===== config.mk =====
export PLATFORM = sky130hd
export DESIGN_NAME = l2_port_arbiter
export DESIGN_NICKNAME = d
export VERILOG_FILES = /design/src/rtl/l2_port_arbiter_pkg.sv /design/src/rtl/rr_priority_picker.sv /design/src/rtl/l2_port_arbiter.sv
export SDC_FILE = /design/constraint.sdc
export NUM_CORES = 1
export LEC_CHECK = 0
export ABC_CLOCK_PERIOD_IN_PS = 6450
export BUFFER_PORTS_ARGS = -buffer_cell sky130_fd_sc_hd__buf_4
export CAP_MARGIN = 20
export CORE_AREA = 4 4 483 485
export CTS_BUF_LIST = sky130_fd_sc_hd__clkbuf_8
export CTS_CLUSTER_SIZE = 30
export DETAILED_ROUTE_END_ITERATION = 8
export DIE_AREA = 0 0 487 489
export GPL_TIMING_DRIVEN = 0
export PLACE_DENSITY = 0.37
export SKIP_CTS_REPAIR_TIMING = 1
export SLEW_MARGIN = 25
export SYNTH_ARGS = -nofsm -noshare
export SYNTH_HDL_FRONTEND = slang
export SYNTH_SLANG_ARGS = --single-unit

===== constraint.sdc =====
create_clock -name clk -period 6.45 [get_ports clk]
set_input_delay 0.645 -clock clk [delete_from_list [all_inputs] [get_ports clk]]
set_output_delay 0.645 -clock clk [all_outputs]
set_load 0.01 [all_outputs]

===== src/rtl/l2_port_arbiter_pkg.sv =====
`default_nettype none
// ============================================================================
//  Package     : l2_port_arbiter_pkg
//  Description : Shared widths, defaults and types for the L1-to-L2 port
//                arbiter and its round-robin picker.
//  Revision    : 1.0 - initial release
// ============================================================================
package l2_port_arbiter_pkg;

   // Cache datapath widths shared with the L1/L2 cache FSMs
   localparam int ADDRESS_WIDTH          = 32;
   localparam int DATA_WIDTH             = 32;
   localparam int MAIN_MEMORY_DATA_WIDTH = 128;

   // Arbiter defaults
   localparam int NUM_REQ_DEFAULT        = 4;
   localparam int TIMEOUT_CYCLES_DEFAULT = 1024;

   typedef enum logic [1:0] {
      IDLE    = 2'd0,
      WAIT    = 2'd1,
      RELEASE = 2'd2
   } arb_state_t;

   typedef enum logic [1:0] {
      OP_READ       = 2'd0,
      OP_WRITE      = 2'd1,
      OP_WRITE_BACK = 2'd2
   } l2_op_t;

   // Next requester index after id, wrapping at n
   function automatic int rr_next(input int id, input int n);
      return (id + 1 >= n) ? 0 : id + 1;
   endfunction

endpackage
`default_nettype wire


===== src/rtl/rr_priority_picker.sv =====
`default_nettype none
// ============================================================================
//  Module      : rr_priority_picker
//  Description : Combinational round-robin picker. Starting at rr_ptr_i and
//                wrapping, returns the first active requester index.
//  Revision    : 1.0 - initial release
// ============================================================================
module rr_priority_picker
   import l2_port_arbiter_pkg::*;
#(
   parameter int NUM_REQ = NUM_REQ_DEFAULT,
   parameter int IDW     = $clog2(NUM_REQ)
)(
   input  logic [NUM_REQ-1:0] active_i,
   input  logic [IDW-1:0]     rr_ptr_i,
   output logic [IDW-1:0]     winner_o,
   output logic               valid_o
);

   // Walk offsets from the pointer; the first active slot after wrap wins
   always_comb begin
      int              idx;
      logic [IDW-1:0]  idx_b;
      idx      = 0;
      idx_b    = '0;
      winner_o = '0;
      valid_o  = 1'b0;
      for (int off = 0; off < NUM_REQ; off++) begin
         idx = int'(rr_ptr_i) + off;
         if (idx >= NUM_REQ) begin
            idx = idx - NUM_REQ;
         end
         idx_b = IDW'(idx);
         if (!valid_o && active_i[idx_b]) begin
            valid_o  = 1'b1;
            winner_o = idx_b;
         end
      end
   end

endmodule
`default_nettype wire


===== src/rtl/l2_port_arbiter.sv =====
`default_nettype none
// ============================================================================
//  Module      : l2_port_arbiter
//  Description : Shares the single L2 request port between NUM_REQ L1 cache
//                FSMs. Round-robin grant, one transaction in flight, latched
//                request held until L2 completion, one-cycle response pulse
//                routed back to the granted L1 only. Optional WAIT timeout.
//  Revision    : 1.0 - initial release
// ============================================================================
module l2_port_arbiter
   import l2_port_arbiter_pkg::*;
#(
   parameter int NUM_REQ        = NUM_REQ_DEFAULT,
   parameter int TIMEOUT_CYCLES = TIMEOUT_CYCLES_DEFAULT
)(
   input  logic                                           clk,
   input  logic                                           rst_n,
   // L1 side
   input  logic [NUM_REQ-1:0]                             l1_read_request_i,
   input  logic [NUM_REQ-1:0]                             l1_write_request_i,
   input  logic [NUM_REQ-1:0]                             l1_write_back_request_i,
   input  logic [NUM_REQ-1:0][ADDRESS_WIDTH-1:0]          l1_address_i,
   input  logic [NUM_REQ-1:0][DATA_WIDTH-1:0]             l1_write_data_i,
   input  logic [NUM_REQ-1:0][MAIN_MEMORY_DATA_WIDTH-1:0] l1_write_back_data_i,
   output logic [NUM_REQ-1:0]                             l1_L2_ready_o,
   output logic [NUM_REQ-1:0]                             l1_write_verified_o,
   output logic [NUM_REQ-1:0]                             l1_write_back_verified_o,
   output logic [MAIN_MEMORY_DATA_WIDTH-1:0]              l1_read_data_o,
   // L2 side
   output logic [ADDRESS_WIDTH-1:0]                       cache_L2_memory_address_o,
   output logic                                           read_from_L2_request_o,
   output logic                                           write_to_L2_request_o,
   output logic                                           write_back_to_L2_request_o,
   output logic [DATA_WIDTH-1:0]                          write_to_L2_data_o,
   output logic [MAIN_MEMORY_DATA_WIDTH-1:0]              write_back_to_L2_data_o,
   input  logic                                           L2_ready_i,
   input  logic [MAIN_MEMORY_DATA_WIDTH-1:0]              L2_read_data_i,
   input  logic                                           write_to_L2_verified_i,
   input  logic                                           write_back_to_L2_verified_i,
   // Status
   output logic [$clog2(NUM_REQ)-1:0]                     grant_id_o,
   output logic                                           arb_busy_o,
   output logic                                           arb_timeout_error_o
);

   localparam int IDW = $clog2(NUM_REQ);
   localparam int TW  = (TIMEOUT_CYCLES > 1) ? $clog2(TIMEOUT_CYCLES + 1) : 1;

   // Control state
   arb_state_t                        state_q, state_d;
   l2_op_t                            op_q, op_d;
   logic [IDW-1:0]                    grant_q, grant_d;
   logic [IDW-1:0]                    rr_ptr_q, rr_ptr_d;
   logic [TW-1:0]                     cnt_q, cnt_d;
   // Latched request payload (drives the L2 side directly)
   logic [ADDRESS_WIDTH-1:0]          addr_q, addr_d;
   logic [DATA_WIDTH-1:0]             wdata_q, wdata_d;
   logic [MAIN_MEMORY_DATA_WIDTH-1:0] wbdata_q, wbdata_d;
   // Registered outputs
   logic                              rd_req_q, rd_req_d;
   logic                              wr_req_q, wr_req_d;
   logic                              wb_req_q, wb_req_d;
   logic [NUM_REQ-1:0]                rdy_q, rdy_d;
   logic [NUM_REQ-1:0]                wver_q, wver_d;
   logic [NUM_REQ-1:0]                wbver_q, wbver_d;
   logic [MAIN_MEMORY_DATA_WIDTH-1:0] rdata_q, rdata_d;
   logic                              err_q, err_d;
   logic                              busy_q;

   // Combinational helpers
   logic [NUM_REQ-1:0]                active;
   logic [IDW-1:0]                    pick_id;
   logic                              pick_valid;
   l2_op_t                            pick_op;
   logic                              op_done;
   logic                              op_timeout;
   logic [NUM_REQ-1:0]                grant_onehot;

   assign active       = l1_read_request_i | l1_write_request_i | l1_write_back_request_i;
   assign grant_onehot = {{(NUM_REQ-1){1'b0}}, 1'b1} << grant_q;
   assign op_timeout   = (TIMEOUT_CYCLES != 0) && (cnt_q == TW'(TIMEOUT_CYCLES - 1)) && !op_done;

   rr_priority_picker #(
      .NUM_REQ (NUM_REQ),
      .IDW     (IDW)
   ) u_picker (
      .active_i (active),
      .rr_ptr_i (rr_ptr_q),
      .winner_o (pick_id),
      .valid_o  (pick_valid)
   );

   // Winner's operation: write-back beats write beats read
   always_comb begin
      pick_op = OP_READ;
      if (l1_write_back_request_i[pick_id]) begin
         pick_op = OP_WRITE_BACK;
      end else if (l1_write_request_i[pick_id]) begin
         pick_op = OP_WRITE;
      end
   end

   // Only the completion strobe matching the in-flight op counts
   always_comb begin
      op_done = 1'b0;
      case (op_q)
         OP_READ:       op_done = L2_ready_i;
         OP_WRITE:      op_done = write_to_L2_verified_i;
         OP_WRITE_BACK: op_done = write_back_to_L2_verified_i;
         default:       op_done = 1'b0;
      endcase
   end

   // Next-state: grant/latch in IDLE, wait for completion or timeout, release
   always_comb begin
      state_d  = state_q;
      grant_d  = grant_q;
      op_d     = op_q;
      addr_d   = addr_q;
      wdata_d  = wdata_q;
      wbdata_d = wbdata_q;
      cnt_d    = cnt_q;
      rr_ptr_d = rr_ptr_q;
      case (state_q)
         IDLE: begin
            if (pick_valid) begin
               state_d = WAIT;
               grant_d = pick_id;
               op_d    = pick_op;
               addr_d  = l1_address_i[pick_id];
               cnt_d   = '0;
               if (pick_op == OP_WRITE) begin
                  wdata_d = l1_write_data_i[pick_id];
               end
               if (pick_op == OP_WRITE_BACK) begin
                  wbdata_d = l1_write_back_data_i[pick_id];
               end
            end
         end
         WAIT: begin
            if (op_done || op_timeout) begin
               state_d = RELEASE;
            end else begin
               cnt_d = cnt_q + TW'(1);
            end
         end
         RELEASE: begin
            state_d  = IDLE;
            rr_ptr_d = IDW'(rr_next(int'(grant_q), NUM_REQ));
         end
         default: state_d = IDLE;
      endcase
   end

   // Output next values: L2 request levels, response pulses, read data, error
   always_comb begin
      rd_req_d = 1'b0;
      wr_req_d = 1'b0;
      wb_req_d = 1'b0;
      rdy_d    = '0;
      wver_d   = '0;
      wbver_d  = '0;
      rdata_d  = rdata_q;
      err_d    = err_q;
      case (state_q)
         IDLE: begin
            if (pick_valid) begin
               rd_req_d = (pick_op == OP_READ);
               wr_req_d = (pick_op == OP_WRITE);
               wb_req_d = (pick_op == OP_WRITE_BACK);
            end
         end
         WAIT: begin
            if (op_done) begin
               case (op_q)
                  OP_READ: begin
                     rdy_d   = grant_onehot;
                     rdata_d = L2_read_data_i;
                  end
                  OP_WRITE:      wver_d  = grant_onehot;
                  OP_WRITE_BACK: wbver_d = grant_onehot;
                  default:       rdy_d   = '0;
               endcase
            end else if (op_timeout) begin
               err_d = 1'b1;
            end else begin
               rd_req_d = (op_q == OP_READ);
               wr_req_d = (op_q == OP_WRITE);
               wb_req_d = (op_q == OP_WRITE_BACK);
            end
         end
         default: begin
            rd_req_d = 1'b0;
         end
      endcase
   end

   // State and output registers
   always_ff @(posedge clk or negedge rst_n) begin
      if (!rst_n) begin
         state_q  <= IDLE;
         op_q     <= OP_READ;
         grant_q  <= '0;
         rr_ptr_q <= '0;
         cnt_q    <= '0;
         addr_q   <= '0;
         wdata_q  <= '0;
         wbdata_q <= '0;
         rd_req_q <= 1'b0;
         wr_req_q <= 1'b0;
         wb_req_q <= 1'b0;
         rdy_q    <= '0;
         wver_q   <= '0;
         wbver_q  <= '0;
         rdata_q  <= '0;
         err_q    <= 1'b0;
         busy_q   <= 1'b0;
      end else begin
         state_q  <= state_d;
         op_q     <= op_d;
         grant_q  <= grant_d;
         rr_ptr_q <= rr_ptr_d;
         cnt_q    <= cnt_d;
         addr_q   <= addr_d;
         wdata_q  <= wdata_d;
         wbdata_q <= wbdata_d;
         rd_req_q <= rd_req_d;
         wr_req_q <= wr_req_d;
         wb_req_q <= wb_req_d;
         rdy_q    <= rdy_d;
         wver_q   <= wver_d;
         wbver_q  <= wbver_d;
         rdata_q  <= rdata_d;
         err_q    <= err_d;
         busy_q   <= (state_d != IDLE);
      end
   end

   assign l1_L2_ready_o              = rdy_q;
   assign l1_write_verified_o        = wver_q;
   assign l1_write_back_verified_o   = wbver_q;
   assign l1_read_data_o             = rdata_q;
   assign cache_L2_memory_address_o  = addr_q;
   assign read_from_L2_request_o     = rd_req_q;
   assign write_to_L2_request_o      = wr_req_q;
   assign write_back_to_L2_request_o = wb_req_q;
   assign write_to_L2_data_o         = wdata_q;
   assign write_back_to_L2_data_o    = wbdata_q;
   assign grant_id_o                 = grant_q;
   assign arb_busy_o                 = busy_q;
   assign arb_timeout_error_o        = err_q;

endmodule
`default_nettype wire


### Yosys cells after proc, flatten, opt, wreduce, memory -nomap -nowiden

Cells that the tools add are included.

* register bits after elaboration: 356
* bits of input ports: 913
* output and inout bits: 339
* word-level logic and storage cells: 130

* $add $sub $neg: 9
* magnitude comparators: 10
* equality and inequality tests: 9
* shift operators: 1
* multiplexer cells: 61
* bitwise gates (word level): 3
* reductions and logical operators: 20

Operators by type and width (number)
* $bmux W128 S2: 1
* $bmux W32 S2: 2
* $mux W128: 1
* $mux W32: 2
* $mux W4: 9
* $mux W2: 12
* $mux W11: 2
* $pmux W11 S2: 1
* $mux W1: 20
* $lt A2 B3 Y1 const B: 5
* $reduce_and A3 Y1: 5
* $bmux W1 S2: 6
* $ge A3 B3 Y1 const B: 4
* $add A11 B1 Y11 const B: 1
* $eq A11 B10 Y1 const B: 1
* $or A4 B4 Y4: 2
* $sub A2 B1 Y2 const B: 4
* $add A2 B1 Y3 const B: 2
* $add A2 B2 Y3 const B: 2
* $eq A2 B1 Y1 const B: 3
* $eq A2 B2 Y1 const B: 3
* $logic_not A2 Y1: 3
* $pmux W1 S2: 3
* $logic_and A1 B1 Y1: 4
* other kinds (10): 15

### Logic depth before layout (Yosys ltp)

* word-level depth: 21
* gate-level depth with buffers: 9
* depth with buffers taken out: 6

### By module

From an unflattened synthesis, not the netlist that was laid out.

* cell total of the unflattened synthesis: 1146
* area, all modules: 18253.8 sq um

By module, submodules not included
* l2_port_arbiter: times used 1, cells an instance 1131, area each 18176.2 sq um, seq. area each 8908.5 sq um
* rr_priority_picker: times used 1, cells an instance 15, area each 77.6 sq um, seq. area each 0.0 sq um

### Worst setup path before layout

OpenSTA, ideal clock, no wires.

* kind: in2reg
* from: input port l1_read_request_i[2]
* to: register wdata_q[13], in the netlist write_to_L2_data_o[13]
* setup time: 0.125 ns
* arrival time: 2.695 ns
* slack: 3.630 ns
* stages on the path: 9
* path through: nor3_2 o22ai_1 a2111oi_4 buf_6 buf_4 buf_2 mux2i_1 mux2i_1 mux2_2

* word-level cells in the longest chain between the ends: 20

Ends and longest elaborated chain
* start, declared: line l2_port_arbiter.sv:19 `input logic [NUM_REQ-1:0] l1_read_request_i,`
* $or A4 B4 Y4 (*) (2 in series): line l2_port_arbiter.sv:79 `assign active = l1_read_request_i | l1_write_request_i | l1_write_back_request_i;`
* $bmux W1 S2: line rr_priority_picker.sv:34 `if (!valid_o && active_i[idx_b]) begin`
* $mux W1 (not written as such): line rr_priority_picker.sv:34
* $mux W1: line rr_priority_picker.sv:34
* $logic_not A1 Y1: line rr_priority_picker.sv:34
* $logic_and A1 B1 Y1: line rr_priority_picker.sv:34
* $mux W1: line rr_priority_picker.sv:34
* $logic_not A1 Y1: line rr_priority_picker.sv:34
* [3 not listed]
* $logic_and A1 B1 Y1: line rr_priority_picker.sv:34
* $mux W2: line rr_priority_picker.sv:34
* $bmux W1 S2: line l2_port_arbiter.sv:98 `end else if (l1_write_request_i[pick_id]) begin`
* $mux W1 (not written as such): line l2_port_arbiter.sv:98
* $mux W1: line l2_port_arbiter.sv:98
* $mux W2: line l2_port_arbiter.sv:96 `if (l1_write_back_request_i[pick_id]) begin`
* $eq A2 B1 Y1: line l2_port_arbiter.sv:132 `if (pick_op == OP_WRITE) begin`
* $reduce_and A3 Y1 (no source line)
* end signal, assigned: line l2_port_arbiter.sv:225 `wdata_q <= wdata_d;`
* end, declared: line l2_port_arbiter.sv:57 `logic [DATA_WIDTH-1:0] wdata_q, wdata_d;`

Mark *: on every way between the ends. The rest lies on a longest branch, timed or not. The select of a mux whose other input is x is not followed.
A chain may end at the register's enable or synchronous reset.

### Worst setup path after layout

* from: register rr_ptr_q[1]
* to: register wdata_q[13], in the netlist write_to_L2_data_o[13]

* word-level cells in the longest chain between the ends: 20

Ends and longest elaborated chain
* start, declared: line l2_port_arbiter.sv:53 `logic [IDW-1:0] rr_ptr_q, rr_ptr_d;`
* start signal, assigned: line l2_port_arbiter.sv:222 `rr_ptr_q <= rr_ptr_d;`
* parallel branches: the longest is 20 deep, another holds $add A2 B1 Y3

Parallel ways; which one is timed is not known. The select of a mux whose other input is x is not followed.

==> results_dict.tcl <==
set metrics [dict create \
    final_antenna_net_count 0 \
    min_path_cells 2 \
    worstMarginPinSlew_ps 1010 \
    syn_inst 1597 \
    yosys-top-cells-count "485 x mux2i_1, 356 x dfrtp_1, 191 x mux2_2" \
    gr-total-overflow 0 \
    die_area_sq_um 238000 \
    ys.flop_type "dfrtp_1" \
    grt_use_total_pct 13.5 \
    cts-root-buf "clkbuf_8" \
    drt-initial-drc-count 752 \
    start_kind "flop" \
    num_vias 19700 \
    area_growth_pct 81.3 \
    clk_latency_ps 820 \
    fmax_ghz 0.247 \
    htree_levels 3 \
    worstSetupEndpointType "flop" \
    status "finished, final reports clean" \
    cts_tree "built" \
    reg2reg_to "write_to_L2_data_o[13]" \
    r2r_cells 9 \
    die_y_um 489 \
    drive_above_1_share_pct 54.6 \
    yosys.cell_types.count 44 \
    antenna_found_initial 90 \
    ys_seq_area_share_pct 45.3 \
    hold_end "l1_read_data_o[70]" \
    drv_cap 0 \
    numCtsBuffers 84 \
    leakagePower_nw 16.7 \
    hold_viol_final 0 \
    required_ps 7140 \
    crit_arrival_ps 4740 \
    syn_avg_cell_area_sq_um 12.3 \
    period_share_pct 62.9 \
    power_density_nw_per_um2 485 \
    wirelength_um 168000 \
    ir_worst_vdd_mv 0.245 \
    synthArstFlopShare_pct 100 \
    pin_count 1252 \
    die_w_um 487 \
    core_area_sq_um 229000 \
    worstHoldStart "L2_read_data_i[70]" \
    r2r_slack_ps 2390 \
    total_power_mw 17.3 \
    synth_warnings 0 \
    cts_sinks 356 \
    hpwl_um 145000 \
    placement_rows 176 \
    start_util_pct 8.59 \
    place_congestion 0.870 \
    r2r_start "rr_ptr_q[1]" \
    final.setup.tns_ps 0 \
    synth_area_leader_cell "dfrtp_1" \
    synth_edf_count 0 \
    hold_class "input pin to flop" \
    firstDrtPassIters 4 \
    cp_max_fo 10 \
    maxSlewViolCount 0 \
    grt_max_degree 78 \
    relSlewSlack_pct 32.5 \
    placed_cell_area_sq_um 33100 \
    cts_buffer_depth 3 \
    fin_area_sq_um 35700 \
    finalClockSkew_ps 63.1 \
    drc_errors 0 \
    ys_ff_latch 356 \
    rsz0062_at_grt "no" \
    grt_pass1_wl_um 212000 \
    vias_per_cell 3.21 \
    crit_type "flop to flop" \
    synthesis.nets 2515 \
    synthTopCellsByArea "dfrtp_1 45%, mux2i_1 25%, mux2_2 11%" \
    wl_per_cell_um 27.4 \
    setup_viol 0 \
    clkSlewWorstSetupHoldPaths_ps 60 \
    synth_top_area_share_pct 45.3 \
    port-buffer-count 1251 \
    grt_pass1_vias 21000 \
    min_period_ps 4060 \
    synth.most_common_cell "mux2i_1" \
    syn_area_sq_um 19700 \
    fin_nets 3936 \
]
## cell type report
class / instances / area, sq um
fill: 25900 / 194000
antenna: 19 / 47.5
inverter: 9 / 33.8
multi-input combinational: 1112 / 10100
timing repair buffer: 1335 / 10300
clock buffer: 102 / 1400
sequential: 356 / 8910
buffer: 120 / 664
tap: 3026 / 3790
clock inverter: 48 / 393
## where the power goes
part	switching [mW]	total [mW]	leakage [nW]	internal (mW)
registers	0.675	4.03	4.28	3.36
clock network	1.36	2.97	0.996	1.62
logic	5.80	10.3	11.4	4.50
## kinds of logic after synthesis
family	share of synthesized area (%)
multiplexers	41.2
flip-flops	45.3
AND/OR/NAND/NOR	5.82
buffers and inverters	3.46
AO/OA/AOI/OAI	3.60
XOR/XNOR	0.356
adder cells (fa/ha/maj)	0.318
## stage by stage
step	hold slack (ps)	std cells	utilization [%]	setup slack (ps)
after detailed placement	469	5882	14.4	1130
after global placement	466	5874	14.3	76.2
after global routing	-0.195	6116	15.6	1860
after floorplan	349	1597	-	3630
final	102	6127	15.6	2390
after CTS	-542	6032	15.2	1710
## critical path, cell delays in order (launching register included)
cell and delay [ps]:
dfrtp_1 320, clkbuf_1 320, nor3_1 150, a2111oi_4 560, buf_6 360, buf_4 360, buf_2 560, mux2i_1 610
mux2i_1 310, mux2_2 330
## cell usage in the layout (no fill, tap or decap), types with 3 or more instances in the layout
cell / instances
nand2_1: 108
inv_12: 3
clkbuf_1: 28
mux2_2: 191
and2_1: 37
clkbuf_8: 102
buf_4: 1287
o21ai_0: 5
nand4_1: 5
o31ai_1: 34
ha_1: 5
and3_1: 32
clkinv_2: 18
mux2i_1: 484
or3_1: 4
inv_1: 26
a211oi_1: 33
clkinvlp_4: 3
buf_2: 44
xor2_1: 4
nor3_1: 8
nor2b_1: 5
buf_16: 6
nor2_1: 21
clkbuf_2: 11
nand3_1: 6
dfrtp_1: 356
mux2_1: 98
bufinv_16: 4
diode_2: 19
dlygate4sd3_1: 76
xnor2_1: 4
## registers in the layout (all words and copies together) (netlist names), 2 cells and up
name / cells
l1_write_verified_o: 4
l1_L2_ready_o: 4
l1_write_back_verified_o: 4
l1_read_data_o: 128
cnt_q: 11
write_to_L2_data_o: 32
rr_ptr_q: 2
state_q: 2
cache_L2_memory_address_o: 32
grant_id_o: 2
write_back_to_L2_data_o: 128
op_q: 2
## layer usage
layer	up-vias	routed length (um)	GRT usage, %
li1	8695	-	-
met3	263	16100	5.53
met5	-	452	0
met1	9558	60900	14.1
met2	1092	86100	24.3
met4	68	4410	4.47
## how the worst max path moves through the flow
stage	startpoint	to	slack, ps	cells past startpoint
after floorplan	l1_read_request_i[2]	write_to_L2_data_o[13]	3630	9
after global placement	rst_n	write_back_to_L2_data_o[33]	80	1
after detailed placement	l1_read_request_i[2]	write_to_L2_data_o[13]	1130	10
after CTS	rr_ptr_q[1]	write_to_L2_data_o[13]	1710	9
after global routing	rr_ptr_q[1]	write_to_L2_data_o[13]	1860	9
final	rr_ptr_q[1]	write_to_L2_data_o[13]	2390	9
No activity file was read; power rests on OpenSTA's default activity.
